==> src/rtl/snp_width_adapter_pkg.sv <==
// Shared forwarder/snooper definitions: adapter FSM encoding and width-ratio helpers.
package snp_width_adapter_pkg;

    typedef enum logic [1:0] {
        ST_IDLE  = 2'd0,
        ST_ACC   = 2'd1,
        ST_DRAIN = 2'd2
    } snp_state_e;

    // Address bits that select a narrow segment inside a wide word.
    function automatic int unsigned snp_n(input int unsigned sn_aw, input int unsigned mem_aw);
        return (sn_aw > mem_aw) ? (sn_aw - mem_aw) : 32'd0;
    endfunction

    // Narrow words per wide word.
    function automatic int unsigned snp_ratio(input int unsigned mem_w, input int unsigned sn_w);
        return (sn_w == 0) ? 32'd0 : (mem_w / sn_w);
    endfunction

endpackage

==> src/rtl/snp_accum.sv <==
// Segment-merge accumulator: holds one partially assembled wide word.
module snp_accum #(
    parameter int unsigned MEM_WIDTH = 64,
    parameter int unsigned SN_WIDTH  = 32,
    parameter int unsigned SEG_WIDTH = 1
) (
    input  logic                 clk,
    input  logic                 rst_i,
    input  logic                 fresh_i,
    input  logic                 load_i,
    input  logic                 clear_i,
    input  logic [SEG_WIDTH-1:0] seg_i,
    input  logic [SN_WIDTH-1:0]  data_i,
    output logic [MEM_WIDTH-1:0] acc_o,
    output logic [MEM_WIDTH-1:0] merged_c_o
);

    logic [MEM_WIDTH-1:0] acc_q;
    logic [MEM_WIDTH-1:0] acc_d;
    int unsigned          lsb_c;

    assign lsb_c = SN_WIDTH * 32'(seg_i);

    // Word as it looks with the incoming segment dropped in (on a zeroed base when fresh).
    always_comb begin
        merged_c_o = fresh_i ? '0 : acc_q;
        merged_c_o[lsb_c +: SN_WIDTH] = data_i;
    end

    // Clear wins over load so an emitted word never lingers.
    always_comb begin
        acc_d = acc_q;
        if (clear_i) begin
            acc_d = '0;
        end else if (load_i) begin
            acc_d = merged_c_o;
        end
    end

    // Accumulator register.
    always_ff @(posedge clk) begin
        if (rst_i) begin
            acc_q <= '0;
        end else begin
            acc_q <= acc_d;
        end
    end

    assign acc_o = acc_q;

endmodule

==> src/rtl/snp_width_adapter.sv <==
// Packs narrow snooper writes into wide packet-memory words.
module snp_width_adapter
    import snp_width_adapter_pkg::*;
#(
    parameter int unsigned MEM_WIDTH      = 64,
    parameter int unsigned SN_WIDTH       = 32,
    parameter int unsigned MEM_ADDR_WIDTH = 9,
    parameter int unsigned SN_ADDR_WIDTH  = 10
) (
    input  logic                      clk,
    input  logic                      rst_i,
    input  logic [SN_ADDR_WIDTH-1:0]  sn_addr_i,
    input  logic [SN_WIDTH-1:0]       sn_wr_data_i,
    input  logic                      sn_wr_en_i,
    input  logic                      sn_done_i,
    output logic                      sn_rdy_o,
    output logic [MEM_ADDR_WIDTH-1:0] mem_addr_o,
    output logic [MEM_WIDTH-1:0]      mem_wr_data_o,
    output logic                      mem_wr_en_o,
    output logic                      mem_done_o
);

    localparam int unsigned N     = snp_n(SN_ADDR_WIDTH, MEM_ADDR_WIDTH);
    localparam int unsigned RATIO = snp_ratio(MEM_WIDTH, SN_WIDTH);

    if (N < 1 || RATIO != (32'd1 << N)) begin : g_bad_cfg
        $error("snp_width_adapter: MEM_WIDTH/SN_WIDTH must equal 2**(SN_ADDR_WIDTH-MEM_ADDR_WIDTH) with N>=1");
    end

    snp_state_e                state_q, state_d;
    logic [MEM_ADDR_WIDTH-1:0] pend_q, pend_d;
    logic                      done_pend_q, done_pend_d;
    logic                      rdy_q, rdy_d;
    logic [MEM_ADDR_WIDTH-1:0] mem_addr_q, mem_addr_d;
    logic [MEM_WIDTH-1:0]      mem_wr_data_q, mem_wr_data_d;
    logic                      mem_wr_en_q, mem_wr_en_d;
    logic                      mem_done_q, mem_done_d;

    logic                      acc_fresh, acc_load, acc_clear;
    logic [MEM_WIDTH-1:0]      acc_c, merged_c;
    logic [MEM_ADDR_WIDTH-1:0] word_c;
    logic [N-1:0]              seg_c;
    logic                      last_c, wr_c, dn_c;

    assign word_c = sn_addr_i[SN_ADDR_WIDTH-1:N];
    assign seg_c  = sn_addr_i[N-1:0];
    assign last_c = &seg_c;
    assign wr_c   = sn_wr_en_i & rdy_q;
    assign dn_c   = sn_done_i & rdy_q;

    snp_accum #(
        .MEM_WIDTH (MEM_WIDTH),
        .SN_WIDTH  (SN_WIDTH),
        .SEG_WIDTH (N)
    ) u_accum (
        .clk        (clk),
        .rst_i      (rst_i),
        .fresh_i    (acc_fresh),
        .load_i     (acc_load),
        .clear_i    (acc_clear),
        .seg_i      (seg_c),
        .data_i     (sn_wr_data_i),
        .acc_o      (acc_c),
        .merged_c_o (merged_c)
    );

    // Next state, accumulator control and memory-port next values.
    always_comb begin
        state_d       = state_q;
        pend_d        = pend_q;
        done_pend_d   = done_pend_q;
        mem_addr_d    = mem_addr_q;
        mem_wr_data_d = mem_wr_data_q;
        mem_wr_en_d   = 1'b0;
        mem_done_d    = 1'b0;
        acc_fresh     = 1'b0;
        acc_load      = 1'b0;
        acc_clear     = 1'b0;

        case (state_q)
            ST_IDLE: begin
                if (wr_c) begin
                    acc_fresh = 1'b1;
                    if (last_c || dn_c) begin
                        mem_wr_en_d   = 1'b1;
                        mem_done_d    = dn_c;
                        mem_addr_d    = word_c;
                        mem_wr_data_d = merged_c;
                        acc_clear     = 1'b1;
                    end else begin
                        acc_load = 1'b1;
                        pend_d   = word_c;
                        state_d  = ST_ACC;
                    end
                end else if (dn_c) begin
                    mem_done_d = 1'b1;
                end
            end
            ST_ACC: begin
                if (wr_c && word_c == pend_q) begin
                    if (last_c || dn_c) begin
                        mem_wr_en_d   = 1'b1;
                        mem_done_d    = dn_c;
                        mem_addr_d    = pend_q;
                        mem_wr_data_d = merged_c;
                        acc_clear     = 1'b1;
                        state_d       = ST_IDLE;
                    end else begin
                        acc_load = 1'b1;
                    end
                end else if (wr_c) begin
                    // Address conflict: flush the old partial word, restart on the new one.
                    mem_wr_en_d   = 1'b1;
                    mem_addr_d    = pend_q;
                    mem_wr_data_d = acc_c;
                    acc_fresh     = 1'b1;
                    acc_load      = 1'b1;
                    pend_d        = word_c;
                    if (last_c || dn_c) begin
                        done_pend_d = dn_c;
                        state_d     = ST_DRAIN;
                    end
                end else if (dn_c) begin
                    mem_wr_en_d   = 1'b1;
                    mem_done_d    = 1'b1;
                    mem_addr_d    = pend_q;
                    mem_wr_data_d = acc_c;
                    acc_clear     = 1'b1;
                    state_d       = ST_IDLE;
                end
            end
            ST_DRAIN: begin
                mem_wr_en_d   = 1'b1;
                mem_done_d    = done_pend_q;
                mem_addr_d    = pend_q;
                mem_wr_data_d = acc_c;
                acc_clear     = 1'b1;
                done_pend_d   = 1'b0;
                state_d       = ST_IDLE;
            end
            default: begin
                acc_clear = 1'b1;
                state_d   = ST_IDLE;
            end
        endcase

        rdy_d = (state_d != ST_DRAIN);
    end

    // State and output registers.
    always_ff @(posedge clk) begin
        if (rst_i) begin
            state_q       <= ST_IDLE;
            pend_q        <= '0;
            done_pend_q   <= 1'b0;
            rdy_q         <= 1'b1;
            mem_addr_q    <= '0;
            mem_wr_data_q <= '0;
            mem_wr_en_q   <= 1'b0;
            mem_done_q    <= 1'b0;
        end else begin
            state_q       <= state_d;
            pend_q        <= pend_d;
            done_pend_q   <= done_pend_d;
            rdy_q         <= rdy_d;
            mem_addr_q    <= mem_addr_d;
            mem_wr_data_q <= mem_wr_data_d;
            mem_wr_en_q   <= mem_wr_en_d;
            mem_done_q    <= mem_done_d;
        end
    end

    assign sn_rdy_o      = rdy_q;
    assign mem_addr_o    = mem_addr_q;
    assign mem_wr_data_o = mem_wr_data_q;
    assign mem_wr_en_o   = mem_wr_en_q;
    assign mem_done_o    = mem_done_q;

endmodule

==> config.mk <==
export PLATFORM = sky130hd
export DESIGN_NAME = snp_width_adapter
export DESIGN_NICKNAME = d
export VERILOG_FILES = /design/src/rtl/snp_width_adapter_pkg.sv /design/src/rtl/snp_accum.sv /design/src/rtl/snp_width_adapter.sv
export SDC_FILE = /design/constraint.sdc
export NUM_CORES = 1
export LEC_CHECK = 0
export BUFFER_PORTS_ARGS = -buffer_cell sky130_fd_sc_hd__buf_2
export CELL_PAD_IN_SITES_DETAIL_PLACEMENT = 0
export CELL_PAD_IN_SITES_GLOBAL_PLACEMENT = 2
export CORE_ASPECT_RATIO = 0.7
export CORE_MARGIN = 2
export CORE_UTILIZATION = 31
export CTS_CLUSTER_DIAMETER = 120
export DETAILED_ROUTE_END_ITERATION = 12
export GPL_TIMING_DRIVEN = 0
export HOLD_SLACK_MARGIN = 0.02
export PLACE_DENSITY = 0.76
export SYNTH_ARGS = -nofsm -noshare
export SYNTH_HDL_FRONTEND = slang
export SYNTH_SLANG_ARGS = --single-unit
==> constraint.sdc <==
create_clock -name clk -period 2.3 [get_ports clk]
set_clock_uncertainty 0.05 [all_clocks]
set_input_delay 0.345 -clock clk [delete_from_list [all_inputs] [get_ports clk]]
set_output_delay 0.345 -clock clk [all_outputs]
set_load 0.03 [all_outputs]
==> summary.txt <==
Status
  – Outcome: finished, final reports clean

Drt
  – Final ANT Viol Nets: 0
  – Drc violations: 0
  – Vias per cell: roughly 6
  – Via count: around 9000
  – Post-Route WL: 33100 um
  – DRT iter0 DRCs: 749
  – WL/cell: 21.8 um
  – First drt pass iteration count: 5

Logic synthesis
  – Synth top area cells: dfxtp_1 (37%), a221oi_1 (6.8%), mux2i_1 (6.2%)
  – Register bit total from synthesis: 152
  – Cells after Synth: 995
  – Post-synth top area cell: dfxtp_1
  – YS warnings: 0
  – Syn Nets: 1045
  – Post-synth EDFFs: 0
  – Share of the synthesized area in the top cell type: 36.7%
  – Synthesized area: between 8000 and 9000 um^2
  – Post-synth ARST share: 0%
  – Syn_area_per_cell: 8.32 um^2
  – Synth Flop Type: dfxtp_1
  – Sequential cell area fraction in the yosys report: 36.7%
  – Synth cell types: 52

CTS
  – Max Root-Sink Buffers: 2
  – Worst-path clk slew: 0.07 ns
  – Clock Sinks: 152
  – CTS root buf: clkbuf_16
  – Hold buffer count at cts: 0
  – Clk_lat worst skew: about 0.44 ns
  – H-tree levels: 4
  – Total CTS buffers: 17
  – CTS tree: done

Floorplan
  – Die area: 28100 um^2
  – Die Height: between 100 and 150 um
  – Core box area: 26500 um^2
  – # IOs: 122
  – Placement row count: 50
  – Starting Density: 31.2%
  – Horiz. Die Dim: 199 um

Global route
  – Global route overflow: 0
  – First-pass GRT wire length: 49700 um
  – Number of global-route vias before repair: 8015
  – Initial antenna violation count: 0
  – Largest net degree at the start of global routing: 17
  – GRT Util Overall: 23.2%

Setup path
  – CP Max Fanout: 10
  – CP Class: flip-flop to flip-flop
  – Worst Setup End Kind: flip-flop
  – Crit path buf inv count: 1
  – Critical Path AT: 2.52 ns
  – Slowest cell on crit path: o21ai_4
  – CP Cell Sequence: and2_0 > o21ai_0 > o21ai_4 > buf_4 > nor2_1
  – Crit-path max cell delay: between 0.4 and 0.5 ns
  – Crit start category: flip-flop
  – Family with the most delay on the worst path: compound AO/OA/AOI/OAI gates
  – Worst Path Required: 2.58 ns

Timing
  – Final min period: 2.24 ns
  – Slew Limit Fails: 0
  – Final Setup Violations: 0
  – Slew HR: 42.5%
  – Final period util: between 90% and 100%
  – Final Hold Viols: 0
  – Worst Tran Pin Value: 0.854 ns
  – Final WS setup: 0.0601 ns
  – FMAX: 0.446 GHz
  – RSZ-0062 raised after global routing: true

Place
  – Area after DPL: just over 9000 um^2
  – Pre-CTS WS: -0.925 ns
  – GP Congestion: 0.823
  – Dpl hpwl: 23200 um
  – IO buf count: about 120

Power
  – Comb pwr share: 21.7%
  – IR drop worst, VDD: 564 uV
  – Internal: ~5.1 mW
  – Switching share of power: 33.6%
  – Clock share of power: 40.0%
  – Sequential power share: 38.3%
  – Lkg Pwr: 3.78 nW
  – Psw: around 2.6 mW
  – PD cells: about 730 nW/um^2

Finish
  – Area added between synthesis and finish: 26.1%
  – Final core utilization: 39.4%
  – Commonest cells after routing, fill and taps aside: dfxtp_1 (146), buf_2 (134), o21ai_0 (99), nand2_1 (71), a221oi_1 (55)
  – # nets final: 1190
  – Share of layout cells above drive strength 1: 27.1%
  – Most common cell after layout, fill and taps aside: dfxtp_1
  – Diodes inserted: 0
  – Design area: approximately 10000 um^2

Worst hold path
  – Worst min path class: primary input to flip-flop

Run
  – Max cap viols: 0
-- power by group through the flow --
stage / sequential (mW) / combinational [mW] / clock (mW)
2_1_floorplan: 3.19 / 0.754 / 0
3_3_place_gp: 2.97 / 1.53 / 0
3_5_place_dp: 2.97 / 1.52 / 0
4_1_cts: 2.91 / 1.58 / 3.11
5_1_grt: 2.94 / 1.76 / 3.21
6_report: 2.92 / 1.66 / 3.05
-- final cells by class --
type / instances / area [um^2]
buffer: 120 / 699
clock inverter: 15 / 190
clock buffer: 17 / 425
inverter: 36 / 135
tap: 364 / 455
fill: 2819 / 16100
multi-input combinational: 683 / 4800
timing repair buffer: 130 / 683
sequential: 152 / 3050
-- tightest hold or removal path: stages --
cell     delay, ns
buf_2         0.12
mux2i_1       0.07
nor2_1        0.07
-- path summary, 6_finish.rpt --
check                   start                end  slack [ns]  cells after the start
max                  sn_rdy_o  u_accum.acc_o[35]        0.06                      5
min              sn_addr_i[5]          pend_q[4]        0.15                      3
max reg2reg          sn_rdy_o  u_accum.acc_o[35]        0.06                      5
min reg2reg  u_accum.acc_o[6]   u_accum.acc_o[6]        0.45                      2
-- layer usage --
layer	share of wire [%]	vias up	GRT usage [%]
met1	50	4303	36.5
li1	-	4159	-
met4	0.92	0	4.41
met2	41	380	32.3
met3	7.4	26	4.62
met5	0	-	0
-- stage by stage --
step / hold slack, ns / total power, mW / std cells / setup TNS (ns)
floorplan: 0.417 / 3.94 / 995 / 0
global placement: 0.431 / 4.50 / 1476 / -96.70
detailed placement: 0.435 / 4.49 / 1476 / -98.52
CTS: 0.120 / 7.61 / 1514 / 0
global route: 0.150 / 7.92 / 1517 / -0.0944
finish: 0.150 / 7.63 / 1517 / 0
-- synth_stat cells (3+ instances only) --
master and number:
a21oi_1 50, a221o_1 14, a221o_2 18, a221oi_1 64, a311oi_1 9, a31oi_1 35, a32oi_1 32, buf_1 3
buf_2 27, buf_6 5, clkbuf_1 83, clkbuf_2 5, dfxtp_1 152, ha_1 4, inv_1 36, mux2i_1 51
nand2_1 71, nand3_1 37, nand4_1 35, nor2_1 49, nor3_1 4, o211ai_1 34, o21ai_0 99, or4_1 35
xnor2_1 7
-- logic make-up (layout without fill, tap and decap cells) --
group           after synthesis  in the layout  share of synthesized area [%]
compound gates              375            375                           32.5
simple gates                244            244                           14.8
buf+inv                     160            318                           8.31
flops                       152            152                           36.7
mux                          51             51                           6.16
xor+xnor                      9              9                          0.952
fa+ha+maj                     4              4                          0.604
-- sequential cells by signal, indices dropped and copies added, names as in the netlist --
| name | count |
|---|---|
| pend_q | 9 |
| done_pend_q | 1 |
| u_accum.acc_o | 64 |
| mem_done_o | 1 |
| state_q | 2 |
| mem_addr_o | 9 |
| mem_wr_data_o | 64 |
| mem_wr_en_o | 1 |
| sn_rdy_o | 1 |
-- timing repair --
action / 4_1_cts / 5_1_grt
setup buffers: 8 / 5
gates resized for setup: 56 / 142
setup endpoints to repair: 149 / 139
pin swaps: 3 / 10
gates cloned: 0 / 0
hold endpoints to repair: 0 / 0
Power figures use the tool's default switching activity.
